`src/rtl/text_overlay_engine.sv`:
```
// text_overlay_engine: renders a writable NUM_CHARS string at (X0,Y0), scaled by 2**SCALE_LOG2, as a 1-bit is_text stream.
// Define TEXT_BLINK_EN to enable per-character blinking driven by frame_start.
module font_rom (
  input  logic [10:0] addr,
  output logic [7:0]  data
);
  logic [127:0] g;
  always_comb begin
    case (addr[10:4])
      7'h54:   g = 128'h0000FE92101010101010101038000000;
      7'h45:   g = 128'h0000FE6662687868606266FE00000000;
      7'h52:   g = 128'h0000FC6666667C6C666666E600000000;
      7'h49:   g = 128'h00003C181818181818181_83C00000000;
      7'h53:   g = 128'h00007CC6C660380C06C6C67C00000000;
      default: g = '0;
    endcase
  end
  assign data = g[{~addr[3:0], 3'b111} -: 8];
endmodule

module text_overlay_engine #(
  parameter int NUM_CHARS    = 16,
  parameter int X0           = 448,
  parameter int Y0           = 80,
  parameter int SCALE_LOG2   = 0,
  parameter int BLINK_FRAMES = 30,
  localparam int IDX_W = $clog2(NUM_CHARS)
) (
  input  logic             Clk,
  input  logic             Reset_n,
  input  logic [9:0]       DrawX,
  input  logic [9:0]       DrawY,
  input  logic             frame_start,
  input  logic             wr_en,
  input  logic [IDX_W-1:0] wr_addr,
  input  logic [7:0]       wr_char,
  output logic             wr_ready,
  input  logic             clr,
  output logic             busy,
  output logic             is_text
);
  localparam int W = (NUM_CHARS * 8) << SCALE_LOG2;
  localparam int H = 16 << SCALE_LOG2;
  typedef enum logic {CLEAR, IDLE} state_t;
  state_t state;
  logic [IDX_W-1:0] ptr, slot, waddr;
  logic [7:0] mem [NUM_CHARS];
  logic [7:0] wdata, char1, font_data;
  logic [2:0] col, col1;
  logic [3:0] row, row1;
  logic in_box, in_box1, clearing, we, hide;
  int dx, dy;
  assign clearing = state == CLEAR;
  assign busy     = clearing;
  assign wr_ready = ~clearing;
  // wide signed arithmetic so the box edge never wraps near column 1023
  assign dx     = {22'd0, DrawX} - X0;
  assign dy     = {22'd0, DrawY} - Y0;
  assign in_box = dx >= 0 && dx < W && dy >= 0 && dy < H;
  assign slot   = IDX_W'(dx >>> (3 + SCALE_LOG2));
  assign col    = 3'(dx >>> SCALE_LOG2);
  assign row    = 4'(dy >>> SCALE_LOG2);
  assign we    = clearing | (wr_en & ~clr & ({1'b0, wr_addr} < (IDX_W+1)'(NUM_CHARS)));
  assign waddr = clearing ? ptr : wr_addr;
  assign wdata = clearing ? 8'h20 : wr_char;
  always_ff @(posedge Clk) begin
    if (we) mem[waddr] <= wdata;
    char1 <= mem[slot];
  end
  font_rom u_font (.addr({char1[6:0], row1}), .data(font_data));
  always_ff @(posedge Clk or negedge Reset_n) begin
    if (!Reset_n) begin
      state   <= CLEAR;
      ptr     <= '0;
      in_box1 <= 1'b0;
      col1    <= '0;
      row1    <= '0;
      is_text <= 1'b0;
    end else begin
      state   <= clearing ? (ptr == IDX_W'(NUM_CHARS - 1) ? IDLE : CLEAR) : (clr ? CLEAR : IDLE);
      ptr     <= clearing ? ptr + 1'b1 : '0;
      in_box1 <= in_box & ~clearing;
      col1    <= col;
      row1    <= row;
      is_text <= in_box1 & font_data[3'd7 - col1] & ~hide;
    end
  end
`ifdef TEXT_BLINK_EN
  localparam int FW = $clog2(BLINK_FRAMES + 1);
  logic [FW-1:0] fcnt;
  logic phase;
  assign hide = char1[7] & phase;
  always_ff @(posedge Clk or negedge Reset_n) begin
    if (!Reset_n) begin
      fcnt  <= '0;
      phase <= 1'b0;
    end else if (frame_start) begin
      fcnt  <= fcnt == FW'(BLINK_FRAMES - 1) ? '0 : fcnt + 1'b1;
      phase <= fcnt == FW'(BLINK_FRAMES - 1) ? ~phase : phase;
    end
  end
`else
  logic unused_blink;
  assign hide         = 1'b0;
  assign unused_blink = frame_start ^ char1[7];
`endif
endmodule

```
`config.mk`:
```
export PLATFORM = sky130hd
export DESIGN_NAME = text_overlay_engine
export DESIGN_NICKNAME = d
export VERILOG_FILES = /design/src/rtl/text_overlay_engine.sv
export SDC_FILE = /design/constraint.sdc
export NUM_CORES = 1
export LEC_CHECK = 0
export CAP_MARGIN = 20
export CORE_MARGIN = 3
export CORE_UTILIZATION = 45
export CTS_CLUSTER_DIAMETER = 100
export CTS_CLUSTER_SIZE = 24
export DETAILED_ROUTE_END_ITERATION = 16
export PLACE_DENSITY = 0.66
export RECOVER_POWER = 100
export SETUP_SLACK_MARGIN = 0.3
export SLEW_MARGIN = 15
export SYNTH_ARGS = -nofsm -noshare
export SYNTH_HDL_FRONTEND = slang
export SYNTH_SLANG_ARGS = --single-unit
```
`constraint.sdc`:
```
create_clock -name Clk -period 3.5 [get_ports Clk]
set_input_delay 0.525 -clock Clk [delete_from_list [all_inputs] [get_ports Clk]]
set_output_delay 0.525 -clock Clk [all_outputs]
set_load 0.05 [all_outputs]
```
[After elaboration in Yosys (flattened, before gate mapping)]
Memory sizes are Yosys's and may differ from the RTL's. A register that Yosys moved wholly into a read port is not among the register bits.
Cells that the tools add are included.
Word-level totals
  register bits: 14
  RAM bits: 128
  input port bits: 37
  output and inout port bits: 3
  logic and storage cells: 44
  memories: 1
Memory list
  mem: depth 16, width 8, rd ports 1, clocked after Yosys merged registers in 1, write ports 1, RTL line 47  | logic [7:0] mem [NUM_CHARS];
Cells by class
  add/sub/neg operators: 4
  magnitude comparators: 5
  eq/ne operators: 6
  shift operators: 1
  multiplexer cells: 11
  bitwise gates (word level): 7
  reductions and logical operators: 3
Operators by type and width (number)
  $pmux 112 s5: 1
  $shiftx 135x8->8: 1
  $eq 7x7->1 const B: 5
  $ge 11x1->1 const B: 2
  $lt 11x6->1 const B: 1
  $lt 11x9->1 const B: 1
  $sub 10x7->11 const B: 1
  $sub 10x9->11 const B: 1
  $mux 4: 2
  $mux 8: 1
  $mux 1: 6
  $add 4x1->4 const B: 1
  $eq 4x4->1 const B: 1
  $lt 3x4->1 const B: 1
  $not 4->4: 1
  $and 1x1->1: 3
  $bmux 1 s3: 1
  $logic_and 1x1->1: 3
  $sub 3x3->3 const A: 1
  $not 1->1: 2
  $or 1x1->1: 1

[Longest topological paths before layout]
  word-level depth: 6
  mapped depth: 8
  gate-level depth less buffers: 7

[By module]
A second synthesis with hierarchy kept.
Unflattened totals
  cells, all modules: 367
  area, all modules: 5838.1 sq um
By module, submodules not included
  text_overlay_engine: times used 1, cells each 269, area an instance 5252.5 sq um, sequential area each 3853.7 sq um
  font_rom: times used 1, cells each 98, area an instance 585.6 sq um, sequential area each 0.0 sq um

[Worst setup path after synthesis]
OpenSTA, ideal clock, no wires.
  kind: register -> register
  start point: reg state, in the netlist wr_ready
  end point: mem mem[5][0], enable pin
  setup time: 360 ps
  arrival time: 1934 ps
  data required time: 3140 ps
  path slack: 1206 ps
  stages on the path, launching flop included: 4
  buffers on the path: 0
  clock period less this slack: 2294 ps
  path through: dfrtp_1 -> inv_1 -> o32a_1 -> nor2_1
On the way
  cells in the longest elaborated chain, start to end: 4
  elaborated cells on any way between the ends: 5
  classes of those cells: mux (3); bitwise (2)
Ends and longest elaborated chain
  start: declaration: RTL line 45  | state_t state;
  start signal: assignment: RTL line 80  | state <= clearing ? (ptr == IDX_W'(NUM_CHARS - 1) ? IDLE : CLEAR) : (clr ? CLEAR : IDLE);
  $not 1->1: RTL line 53  | assign clearing = state == CLEAR;
  net busy: RTL line 39  | output logic busy,
  $or 1x1->1: RTL line 63  | assign we = clearing | (wr_en & ~clr & ({1'b0, wr_addr} < (IDX_W+1)'(NUM_CHARS)));
  $mux 1: RTL line 67  | if (we) mem[waddr] <= wdata;
  $mux 1 (not written as such): RTL line 67
  end: declaration: RTL line 47
The timed path passes the listed nets, and every way through them passes these cells.

[Worst setup path after layout]
  start point: reg state, in the netlist wr_ready
  end point: out busy
On the way
  cells in the longest elaborated chain, start to end: 1
Ends and longest elaborated chain (RTL line)
  $not 1->1: 53
  end: declaration: 39
No other way between the ends.

==> results_dict.tcl <==
set metrics [dict create \
    tritoncts "done" \
    path_cells "inv_1 > dlygate4sd3_1" \
    synthCells 361 \
    yosys_warnings 0 \
    placed_cells 551 \
    fp.dieH_um 119 \
    grt_max_degree 29 \
    worst_slack_ns 0.616 \
    rsz0062_at_grt "no" \
    htree_levels 4 \
    critPathLaunchType "flip-flop" \
    worstMarginPinSlew_ns 1.03 \
    num_vias 3347 \
    slew_viol_final 0 \
    preCtsSetupSlack_ns 0.987 \
    min_period_over_period_pct 82.4 \
    synth_cell_types 57 \
    worst_setup_path_end_kind "output pin" \
    critPathKind "flip-flop to output pin" \
    num_antenna_cells 0 \
    status "finished clean" \
    final_cell_mix "edfxtp_1, mux4_2, nor2_1, clkdlybuf4s50_1, nand2_1" \
    crit_path_top_delay_cell "dlygate4sd3_1" \
    grt_use_total_pct 17.8 \
    cts.path.max_buffers 2 \
    synth_fa_ha_area_share_pct 0.649 \
    drc_errors 0 \
    dieArea_um2 14200 \
    gp_congestion 0.925 \
    period_minus_slack_ns 2.88 \
    clk_latency_ns 0.41 \
    grt_pass1_vias 3434 \
    io_pins 40 \
    first_iter_violations 390 \
    synth_top_family_by_area "multiplexers" \
    final_util_pct 56.1 \
    relSlewSlack_pct 31.2 \
    cts-buffers-inserted 17 \
    nFillCells 956 \
    routedWlPerCell_um 20.4 \
    cap_viol_max_count 0 \
    clock_tree.root_cell "clkbuf_16" \
    power_density_nw_per_um2 710 \
    finalSetupTns_ns 0 \
    grt_pass1_wl_mm 19.2 \
    area_delta_synth_final_pct 18.9 \
    port_buffers 37 \
    final_antenna_net_count 0 \
    place_area_um2 6290 \
    synth.net_count 401 \
    critical_path_arrival_ns 2.36 \
    postSynthAreaPerCell_um2 16.0 \
    yosys_register_bits 133 \
    synth_edf_count 112 \
    clock-sinks 133 \
    post_cts.repair.setup_buffers 0 \
    setup-violations-final 0 \
    hpwlAfterDp_mm 8.20 \
    hold_viol_final 0 \
    fmax_ghz 0.347 \
    worstHoldStart "ptr[0]" \
    ctsResizeCount 0 \
    die_w_um 119 \
    synth-compound-area-share_pct 6.58 \
    synthSimpleGateAreaFrac_pct 8.96 \
    fp-row-count 40 \
    first_pass_iters 5 \
    nets 442 \
    cp_max_fo 24 \
    reg2reg_slack_ns 1.01 \
    final_layout_size_suffix_gt1_share_pct 18.8 \
    clkTransAtPathRegs_ns 0.06 \
    cp-startpoint "wr_ready" \
    synthFlopType "edfxtp_1" \
    wirelength_mm 11.9 \
    yosys.area_share.xor_xnor_pct 0.757 \
    core_um2 12300 \
    hold_class "flip-flop to flip-flop" \
    clock_skew_ns 0.0108 \
    vias_per_cell 5.74 \
    final_common_cell "edfxtp_1" \
    synth_area_um2 5780 \
    async_flop_share_pct 10.5 \
    power.leakage_nw 2.28 \
    seq_area_frac_synth_pct 66.7 \
    fin_cells 583 \
    timing.rr.start "wr_ready" \
    start_util_pct 47.2 \
    worst_ir_drop_vdd_mv 0.552 \
    overflow 0 \
    synth.mux.area_fraction_pct 14.2 \
    antenna_found_initial 0 \
    hold_buffers 0 \
    critPathRequiredTime_ns 2.97 \
    cp_slowest_stage_delay_ns 0.84 \
    finish.instance_area_um2 6880 \
]
## worst paths after layout
kind,to,depth (start not counted)
worst max register to register,mem[5][3],3
worst min-delay path,ptr[0],1
min in group asynchronous,wr_ready,1
max in group asynchronous,is_text,1
worst max-delay path,busy,2
worst min register to register,ptr[0],1
## power by group
| part | switching [mW] | internal (mW) | total, mW |
|---|---|---|---|
| Combinational | 0.529 | 0.317 | 0.847 |
| Sequential | 0.151 | 2.12 | 2.28 |
| Clock | 0.694 | 1.07 | 1.76 |
| Total | 1.38 | 3.51 | 4.89 |
## cells by family (layout without fill, tap and decap cells)
logic type / after synthesis / after routing
AOI/OAI and AO/OA: 54 / 54
muxes: 38 / 38
adders and majority gates: 3 / 3
and+or+nand+nor: 100 / 100
xor gates and xnor gates: 5 / 5
DFF: 133 / 133
buffers and inverters: 28 / 82
## layer usage
metal	part of all wire [%]	global-route usage, %	up-vias
met2	52	29.8	110
li1	-	-	1526
met1	41	22.7	1685
met3	4.3	4.04	26
met5	0	0	-
met4	2.1	6.73	0
## worst max-delay path, delay by kind of cell, from the launching register on
kind,cells,cell delay (ns)
DFF,1,0.79
buffers and inverters,2,1.15
## synth_stat cells (3+ instances only)
library cell  number  area (µm²)
dfrtp_1           14         350
o22ai_1            3        18.8
a31oi_1            4        25.0
nand3_1            8        40.0
edfxtp_1         112        3360
ha_1               3        37.5
nand2_1           22        82.6
xnor2_1            3        26.3
clkbuf_1           9        33.8
a211oi_1           4        30.0
o21ai_0            7        35.0
mux4_2            35         788
nor2_1            32         120
o31ai_1            5        37.5
nor3b_1            3        22.5
nor3_1             4        20.0
buf_2              7        35.0
and2_1             6        37.5
nand2b_1           7        43.8
inv_1              9        33.8
a21oi_1           11        55.1
dfxtp_1            7         140
## registers in the layout (all words and copies together) (netlist names)
signal	count
ptr	4
char1	7
is_text	1
in_box1	1
row1	4
wr_ready	1
col1	3
mem	112
## area by class of cell
class	count	area, µm²	area share, %
Timing Repair Buffer	41	390	5.68
Multi-Input combinational cell	200	1790	26.1
Inverter	9	33.8	0.491
Clock inverter	14	166	2.42
Clock buffer	18	429	6.24
Tap cell	168	210	3.06
Sequential cell	133	3850	56.0
## metrics by stage
stage          total power, mW  hold slack [ns]
2_1_floorplan             2.86            0.229
3_3_place_gp              3.11            0.518
3_5_place_dp              3.16            0.544
4_1_cts                   4.92            0.543
5_1_grt                   5.10            0.588
6_report                  4.89            0.565
No activity file was read; power rests on OpenSTA's default activity.
